[config.mk]
export PLATFORM = sky130hd
export DESIGN_NAME = iir_sos_engine
export DESIGN_NICKNAME = d
export VERILOG_FILES = /design/src/rtl/iir_pkg.sv /design/src/rtl/iir_sos_mac.sv /design/src/rtl/iir_sos_engine.sv
export SDC_FILE = /design/constraint.sdc
export NUM_CORES = 2
export LEC_CHECK = 0
export ABC_AREA = 1
export BUFFER_PORTS_ARGS = -buffer_cell sky130_fd_sc_hd__buf_2
export CAP_MARGIN = 40
export CORE_MARGIN = 2
export CORE_UTILIZATION = 58
export DETAILED_ROUTE_END_ITERATION = 6
export PLACE_DENSITY = 0.84
export SLEW_MARGIN = 25
export SYNTH_ARGS = -nofsm -noshare
export SYNTH_HDL_FRONTEND = slang
export SYNTH_SLANG_ARGS = --single-unit
[constraint.sdc]
create_clock -name clk -period 9 [get_ports clk]
set_clock_uncertainty 0.2 [all_clocks]
set_input_delay 0 -clock clk [delete_from_list [all_inputs] [get_ports clk]]
set_output_delay 0 -clock clk [all_outputs]
set_load 0.005 [all_outputs]
[src/rtl/iir_pkg.sv]
// Shared widths, saturation limits and FSM state encoding for the
// time-multiplexed SOS IIR cascade engine.
package iir_pkg;

    localparam int DW         = 16;
    localparam int FRAC       = 14;
    localparam int NUM_STAGES = 6;
    localparam int ACC_W      = 36;
    localparam int PW         = 2 * DW;

    localparam logic signed [DW-1:0] SAT_MAX = 16'sh7FFF;
    localparam logic signed [DW-1:0] SAT_MIN = 16'sh8000;
    localparam int                   ROUND_K = 1 << (FRAC - 1);

    localparam logic [2:0] LAST_STAGE = 3'(NUM_STAGES - 1);

    typedef enum logic [1:0] {
        IDLE,
        CALC,
        WB,
        OUT
    } state_t;

endpackage

[src/rtl/iir_sos_mac.sv]
// One Direct Form I section datapath: five products registered in CALC,
// then combinational sum, round-half-up, shift and saturate for WB.
module iir_sos_mac
    import iir_pkg::*;
(
    input  logic                 clk,
    input  logic                 rst,
    input  logic                 load,
    input  logic signed [DW-1:0] x,
    input  logic signed [DW-1:0] x1,
    input  logic signed [DW-1:0] x2,
    input  logic signed [DW-1:0] y1,
    input  logic signed [DW-1:0] y2,
    input  logic signed [DW-1:0] b0,
    input  logic signed [DW-1:0] b1,
    input  logic signed [DW-1:0] b2,
    input  logic signed [DW-1:0] a1,
    input  logic signed [DW-1:0] a2,
    output logic signed [DW-1:0] y,
    output logic                 sat
);

    logic signed [PW-1:0]    prod [5];
    logic signed [ACC_W-1:0] acc;
    logic signed [ACC_W-1:0] shifted;

    // NOTE: sequential state uses non-blocking assignments so every register
    // samples pre-edge values regardless of statement order.
    always_ff @(posedge clk) begin
        if (rst) begin
            for (int i = 0; i < 5; i++) prod[i] <= '0;
        end else if (load) begin
            prod[0] <= b0 * x;
            prod[1] <= b1 * x1;
            prod[2] <= b2 * x2;
            prod[3] <= a1 * y1;
            prod[4] <= a2 * y2;
        end
    end

    // Feedback terms are subtracted: a0 is an implied 1.
    // NOTE: every always_comb output gets a default first so no path can infer a latch.
    always_comb begin
        acc     = ACC_W'(prod[0]) + ACC_W'(prod[1]) + ACC_W'(prod[2])
                - ACC_W'(prod[3]) - ACC_W'(prod[4]);
        shifted = (acc + ACC_W'(ROUND_K)) >>> FRAC;
        y       = shifted[DW-1:0];
        sat     = 1'b0;
        if (shifted > ACC_W'(SAT_MAX)) begin
            y   = SAT_MAX;
            sat = 1'b1;
        end else if (shifted < ACC_W'(SAT_MIN)) begin
            y   = SAT_MIN;
            sat = 1'b1;
        end
    end

endmodule

[src/rtl/iir_sos_engine.sv]
// Cascade controller: walks the sections through one shared MAC, owns the
// Direct Form I delay line and the valid/ready handshakes.
module iir_sos_engine
    import iir_pkg::*;
(
    input  logic                 clk,
    input  logic                 rst,
    input  logic                 in_valid,
    output logic                 in_ready,
    input  logic signed [DW-1:0] in_data,
    output logic                 out_valid,
    input  logic                 out_ready,
    output logic signed [DW-1:0] out_data,
    output logic [2:0]           stage_index,
    input  logic signed [DW-1:0] b0,
    input  logic signed [DW-1:0] b1,
    input  logic signed [DW-1:0] b2,
    input  logic signed [DW-1:0] a1,
    input  logic signed [DW-1:0] a2,
    output logic                 sat_flag
);

    state_t                state, state_nxt;
    logic [2:0]            k;
    logic [2:0]            k_up;
    logic signed [DW-1:0]  x_cur;
    logic signed [DW-1:0]  dz1 [NUM_STAGES+1];
    logic signed [DW-1:0]  dz2 [NUM_STAGES+1];
    logic signed [DW-1:0]  y;
    logic                  mac_sat;

    assign k_up        = k + 3'd1;
    assign stage_index = k;

    iir_sos_mac u_mac (
        .clk  (clk),
        .rst  (rst),
        .load (state == CALC),
        .x    (x_cur),
        .x1   (dz1[k]),
        .x2   (dz2[k]),
        .y1   (dz1[k_up]),
        .y2   (dz2[k_up]),
        .b0   (b0),
        .b1   (b1),
        .b2   (b2),
        .a1   (a1),
        .a2   (a2),
        .y    (y),
        .sat  (mac_sat)
    );

    always_ff @(posedge clk) begin
        if (rst) state <= IDLE;
        else     state <= state_nxt;
    end

    always_comb begin
        state_nxt = state;
        in_ready  = 1'b0;
        out_valid = 1'b0;
        case (state)
            IDLE: begin
                in_ready = 1'b1;
                if (in_valid) state_nxt = CALC;
            end
            CALC: state_nxt = WB;
            WB:   state_nxt = (k == LAST_STAGE) ? OUT : CALC;
            OUT: begin
                out_valid = 1'b1;
                if (out_ready) state_nxt = IDLE;
            end
            default: state_nxt = IDLE;
        endcase
    end

    // Section k's y-history lives in d[k+1], which only the next section
    // overwrites (as its x-history), so DF-I state is shared between neighbours.
    always_ff @(posedge clk) begin
        if (rst) begin
            k        <= '0;
            x_cur    <= '0;
            out_data <= '0;
            sat_flag <= 1'b0;
            // NOTE: the delay line is reset explicitly; an aborted sample must
            // not leave stale history that would colour the next response.
            for (int i = 0; i <= NUM_STAGES; i++) begin
                dz1[i] <= '0;
                dz2[i] <= '0;
            end
        end else begin
            sat_flag <= (state == WB) && mac_sat;
            case (state)
                IDLE: begin
                    if (in_valid) begin
                        x_cur <= in_data;
                        k     <= '0;
                    end
                end
                WB: begin
                    dz1[k] <= x_cur;
                    dz2[k] <= dz1[k];
                    if (k == LAST_STAGE) begin
                        dz1[k_up] <= y;
                        dz2[k_up] <= dz1[k_up];
                        out_data  <= y;
                    end else begin
                        x_cur <= y;
                        k     <= k_up;
                    end
                end
                OUT: begin
                    if (out_ready) k <= '0;
                end
                default: ;
            endcase
        end
    end

endmodule

# Word level (Yosys, flattened, before mapping)

Memories as Yosys holds them, arrays and structs flattened. A register that Yosys moved wholly into a read port is not among the register bits.
Cells that the tools add are included.

Input port bits: 100
Word-level logic and storage cells: 95
Bits in registers: 38
Memory bits (writable): 384
Memories: 3
Output and inout port bits: 22

Memories:

| name       | depth | bits a word | rd ports | clocked after Yosys merged registers in | write ports | RTL line             | text |
|---|---|---|---|---|---|---|---|
| u_mac.prod | 5     | 32          | 5        | 0                                       | 5           | iir_sos_mac.sv:23    | `logic signed [PW-1:0] prod [5];` |
| dz1        | 7     | 16          | 2        | 1                                       | 7           | iir_sos_engine.sv:27 | `logic signed [DW-1:0] dz1 [NUM_STAGES+1];` |
| dz2        | 7     | 16          | 2        | 1                                       | 7           | iir_sos_engine.sv:28 | `logic signed [DW-1:0] dz2 [NUM_STAGES+1];` |

Add/sub/neg operators: 6
Bitwise gates (word level): 5
Multiplexer cells: 50
Reduce and logical (&&, ||, !) cells: 12
Eq/ne operators: 7
$lt $le $gt $ge: 2
$mul: 5

Operator list:

| cell                                                                    | number |
|---|---|
| 16-bit by 16-bit multiplier with 32-bit output                          | 5 |
| 32-bit two-way mux                                                      | 5 |
| 16-bit two-way mux                                                      | 8 |
| 36-bit by 32-bit subtractor with 36-bit output                          | 2 |
| 16-bit OR reduction                                                     | 4 |
| 36-bit by 15-bit adder with 36-bit output (second input constant)       | 1 |
| 33-bit by 32-bit adder with 34-bit output                               | 1 |
| 32-bit by 32-bit adder with 33-bit output                               | 1 |
| 3-bit two-way mux                                                       | 11 |
| 16-bit one-hot mux with 2 select lines                                  | 1 |
| 22-bit by 16-bit > comparator with 1-bit output (second input constant) | 1 |
| 22-bit by 16-bit < comparator with 1-bit output (second input constant) | 1 |
| 1-bit two-way mux                                                       | 20 |
| 3-bit one-hot mux with 3 select lines                                   | 1 |
| 2-bit one-hot mux with 4 select lines                                   | 1 |
| 2-bit two-way mux                                                       | 3 |
| 2-bit != test (second input constant)                                   | 3 |
| 1-bit OR                                                                | 5 |
| 2-bit == test (second input constant)                                   | 2 |
| 2-bit AND reduction                                                     | 2 |
| 4-bit AND reduction                                                     | 1 |
| 3-bit by 1-bit adder with 3-bit output (second input constant)          | 1 |
| 3-bit == test (second input constant)                                   | 1 |
| 3-bit AND reduction                                                     | 1 |
| 5 further kinds                                                         | 5 |

# Depth between registers and ports, before layout

Depth after elaboration: 10
Gate-level depth with buffers: 44
Depth with buffers taken out: 43

# Cells and area by module

Synthesis repeated with hierarchy kept, for this count alone.

Cells, all modules: 9968
Area, all modules: 79328.6 µm²

Modules (own cells, without submodules):

| module         | seq. area each (µm²) | area an instance (µm²) | times used | cells each |
|---|---|---|---|---|
| iir_sos_mac    | 4804.6               | 61086.1                | 1          | 7445 |
| iir_sos_engine | 8508.2               | 18242.5                | 1          | 2523 |

# Least setup slack after synthesis

OpenSTA, ideal clock, no wires.

Path type: flip-flop to flip-flop
Start point: register k[1] (netlist: stage_index[1])
End point: memory u_mac.prod[0][156] in the netlist's numbering (data pin)
Stages on the path, launching flop included: 37
Arrival: 6976 ps
Library setup time: 259 ps
Required time: 8541 ps
Clock period less this slack: 7435 ps
Slack: 1565 ps
Path buffers: 4
Cell sequence: dfxtp_1 inv_1 ha_1 buf_2 inv_1 clkbuf_1 clkbuf_1 a21oi_1 o21ai_0 nand3_1 nand2_1 inv_1 clkbuf_1 nand2_1 fa_1 inv_1 fa_1 inv_1 fa_1 inv_1 fa_1 inv_1 fa_1 inv_1 fa_1 ha_1 nand2_1 o21ai_0 inv_1 o21ai_0 a21oi_1 o21ai_0 nand2_1 nor2_1 a21oi_1 o21ai_0 a21oi_1

RTL lines:

| element                | RTL line              | text |
|---|---|---|
| from (decl)            | iir_sos_engine.sv:24  | `logic [2:0] k;` |
| from (signal assigned) | iir_sos_engine.sv:109 | `k <= k_up;` |
| to (decl)              | iir_sos_mac.sv:23     |  |

==> flow_summary_export.csv <==
group,metric,value,unit
synth,synth_area_per_cell,8.488,um^2
floorplanning,die_area,0.1339,mm^2
critical_path,slowest_delay,0.64,ns
sta,fmax,118.0,MHz
global_routing,grt_pass1_wl,368.3,mm
synth,synth_fp_nets,10940,
layout,stdcell_area,0.08076,mm^2
synth,syn_area,0.07596,mm^2
synth,ys_async_sr_fraction,0,%
detailed_routing,first_pass_iters,7,
synth,yosys.area.top_type,"fa_1",
clocking,clock-root-buffer,"clkbuf_16",
critical_path,critPathLaunchType,"register",
sta,slew_headroom,35.86,%
detailed_routing,vias,63490,
run,max_cap_viol_count,0,
synth,synthTopCellsByArea,"fa_1, edfxtp_1, inv_1",
floorplanning,num_io_pins,122,
detailed_routing,wl_per_cell,22.01,um
detailed_routing,viasPerCell,5.929,
sta,fin_tns_setup,0,ns
sta,maxSlewViolCount,0,
synth,synth.most_common_cell,"inv_1",
sta,worst_pin_slew,0.9598,ns
detailed_routing,totalWireLength,235.7,mm
outcome,violations,"DRC",
sta,rsz0062_at_grt,"no",
floorplanning,start_util,58.52,%
synth,synthCells,8949,
clocking,clock_latency,0.66,ns
clocking,cts_tree,"done",
critical_path,worst_ep_arrival_time,8.66,ns
global_routing,grt-ovfl-total,0,
place,hpwlAfterDp,184.1,mm
layout,fillCellCount,10750,
clocking,cts.clk_slew.worst_paths,0.07,ns
critical_path,cp-end-kind,"register",
synth,synth-seq-area-share,17.53,%
clocking,cts_made_buffers,48,
critical_path,crit_fanout,110,
floorplanning,core-area,0.1298,mm^2
synth,synth_flop_cell,"edfxtp_1",
place,dpl_cell_area,0.07854,mm^2
sta,hold_viol,0,
layout,layout-drive-gt1-share,4.896,%
place,io_buffers,121,
detailed_routing,route.detailed.drc,7,
global_routing,grt_pass1_vias,66000,
layout,syn_to_final_growth,6.312,%
layout,fin_cells,10710,
sta,period_minus_slack,8.478,ns
critical_path,crit_required,9.18,ns
sta,final-setup-viol-count,0,
clocking,clk_path_buf_depth,3,
worst_hold_path,min_path_type,"in -> reg",
sta,post-route-period-util,94.20,%
critical_path,ff2ff_path_depth,31,
global_routing,grt_usage,35.50,%
clocking,cts.sinks,457,
critical_path,critPathMostFrequentCell,"inv_1",
floorplanning,die_w,365.9,um
clocking,cts_max_level,2,
worst_hold_path,min_path_cells,6,
global_routing,antenna_found_initial,6,
outcome,status,"finished with violations",
synth,synth_common_cells,"inv_1, nand2_1, fa_1, nor2_1, a21oi_1",
place,dp.cells,10580,
floorplanning,die_height,365.9,um
critical_path,worstSetupPathType,"reg -> reg",
synth,synth_top_area_share,36.24,%
synth,ys_warn_count,0,
synth,synth_cell_type_count,53,
place,place_congestion,1.005,
synth,yosys_register_bits,457,
critical_path,slowest_stage,"dfxtp_1",
floorplanning,fp-row-count,132,
detailed_routing,drt_iter0_markers,7988,
layout,layout.nets,10910,
detailed_routing,ant_nets,0,
global_routing,grt_max_degree,111,
clocking,post_cts_buffers,0,
synth,synth_edf_count,416,
area by class of cell:
type	instances	area [um^2]	share of cell area [%]
inverters	2077	7804	9.663
clock inverters	31	410.4	0.5082
repair buffers	286	2147	2.659
clock buffers	58	1345	1.666
well taps	1742	2180	2.699
flip-flops and latches	457	13320	16.49
diodes	1	2.502	0.003099
multi-input cells	6057	53550	66.31
registers in the layout, indices dropped and copies added (netlist names), named ones only:
name,count
stage_index,3
dz1,128
dz2,128
out_data,16
state,2
u_mac.prod,160
sat_flag,1
x_cur,16
worst max-delay path: cells and delay by family (launching register included):
family | cells | cell delay [ns]
compound gates | 9 | 1.60
buf+inv | 9 | 1.39
simple gates | 6 | 0.92
fa+ha+maj | 7 | 3.35
flops | 1 | 0.64
kinds of logic (layout without fill, tap and decap cells):
logic type                 after synthesis  in the layout  share of synthesized area (%)
adders and majority gates             1887           1887                          44.67
AOI/OAI and AO/OA                     1433           1433                          10.39
buffers and inverters                 2435           2452                          12.14
and+or+nand+nor                       2630           2630                          14.04
xor gates and xnor gates               107            107                          1.234
DFF                                    457            457                          17.53
other                                    0              1                              0
path summary, 6_finish.rpt:
kind                             end  slack (ns)            from
setup / recovery  u_mac.prod[0][156]        0.52  stage_index[0]
setup reg to reg  u_mac.prod[0][156]        0.52  stage_index[0]
hold / removal      u_mac.prod[0][1]        0.09           b0[1]
hold reg to reg         out_data[11]        0.27    out_data[11]
cell usage in the layout, fill, tap and decap left out, types with 41 or more instances in the layout:
master	n
nand2_1	1565
xnor2_1	65
nand3_1	220
inv_1	2068
buf_2	121
a21oi_1	554
o21ai_1	47
clkbuf_16	53
edfxtp_1	416
o211ai_1	69
o21ai_0	465
o22ai_1	160
fa_1	1375
xor2_1	41
nor2_1	695
ha_1	511
buf_4	109
per-layer routing:
metal | wire length [um] | up-vias | global-route usage (%)
li1 | - | 27530 | -
met1 | 84070 | 30720 | 46.06
met2 | 103000 | 4255 | 53.75
met3 | 30900 | 981 | 8.962
met4 | 17690 | 8 | 21.76
met5 | 59 | - | 0
repair_timing:
| action | in CTS | in global routing |
|---|---|---|
| resized for setup | 0 | 2 |
| endpoints found under the hold margin | 25 | 0 |
| endpoints found under the setup margin | 0 | 2 |
| hold buffers | 35 | 0 |
per-stage QoR:
step	setup WS (ns)	utilization (%)	hold slack [ns]
6_report	0.5224	62.21	0.09442
5_1_grt	0.03970	62.21	0.1145
4_1_cts	0.5560	62.13	0.03007
3_5_place_dp	0.7386	60.50	0.1124
3_3_place_gp	0.7377	60.37	0.09861
2_1_floorplan	1.565	-	-0.02461
Power is not shown: default switching activity piles up to over one toggle a cycle in this logic, so the estimate is an artifact.
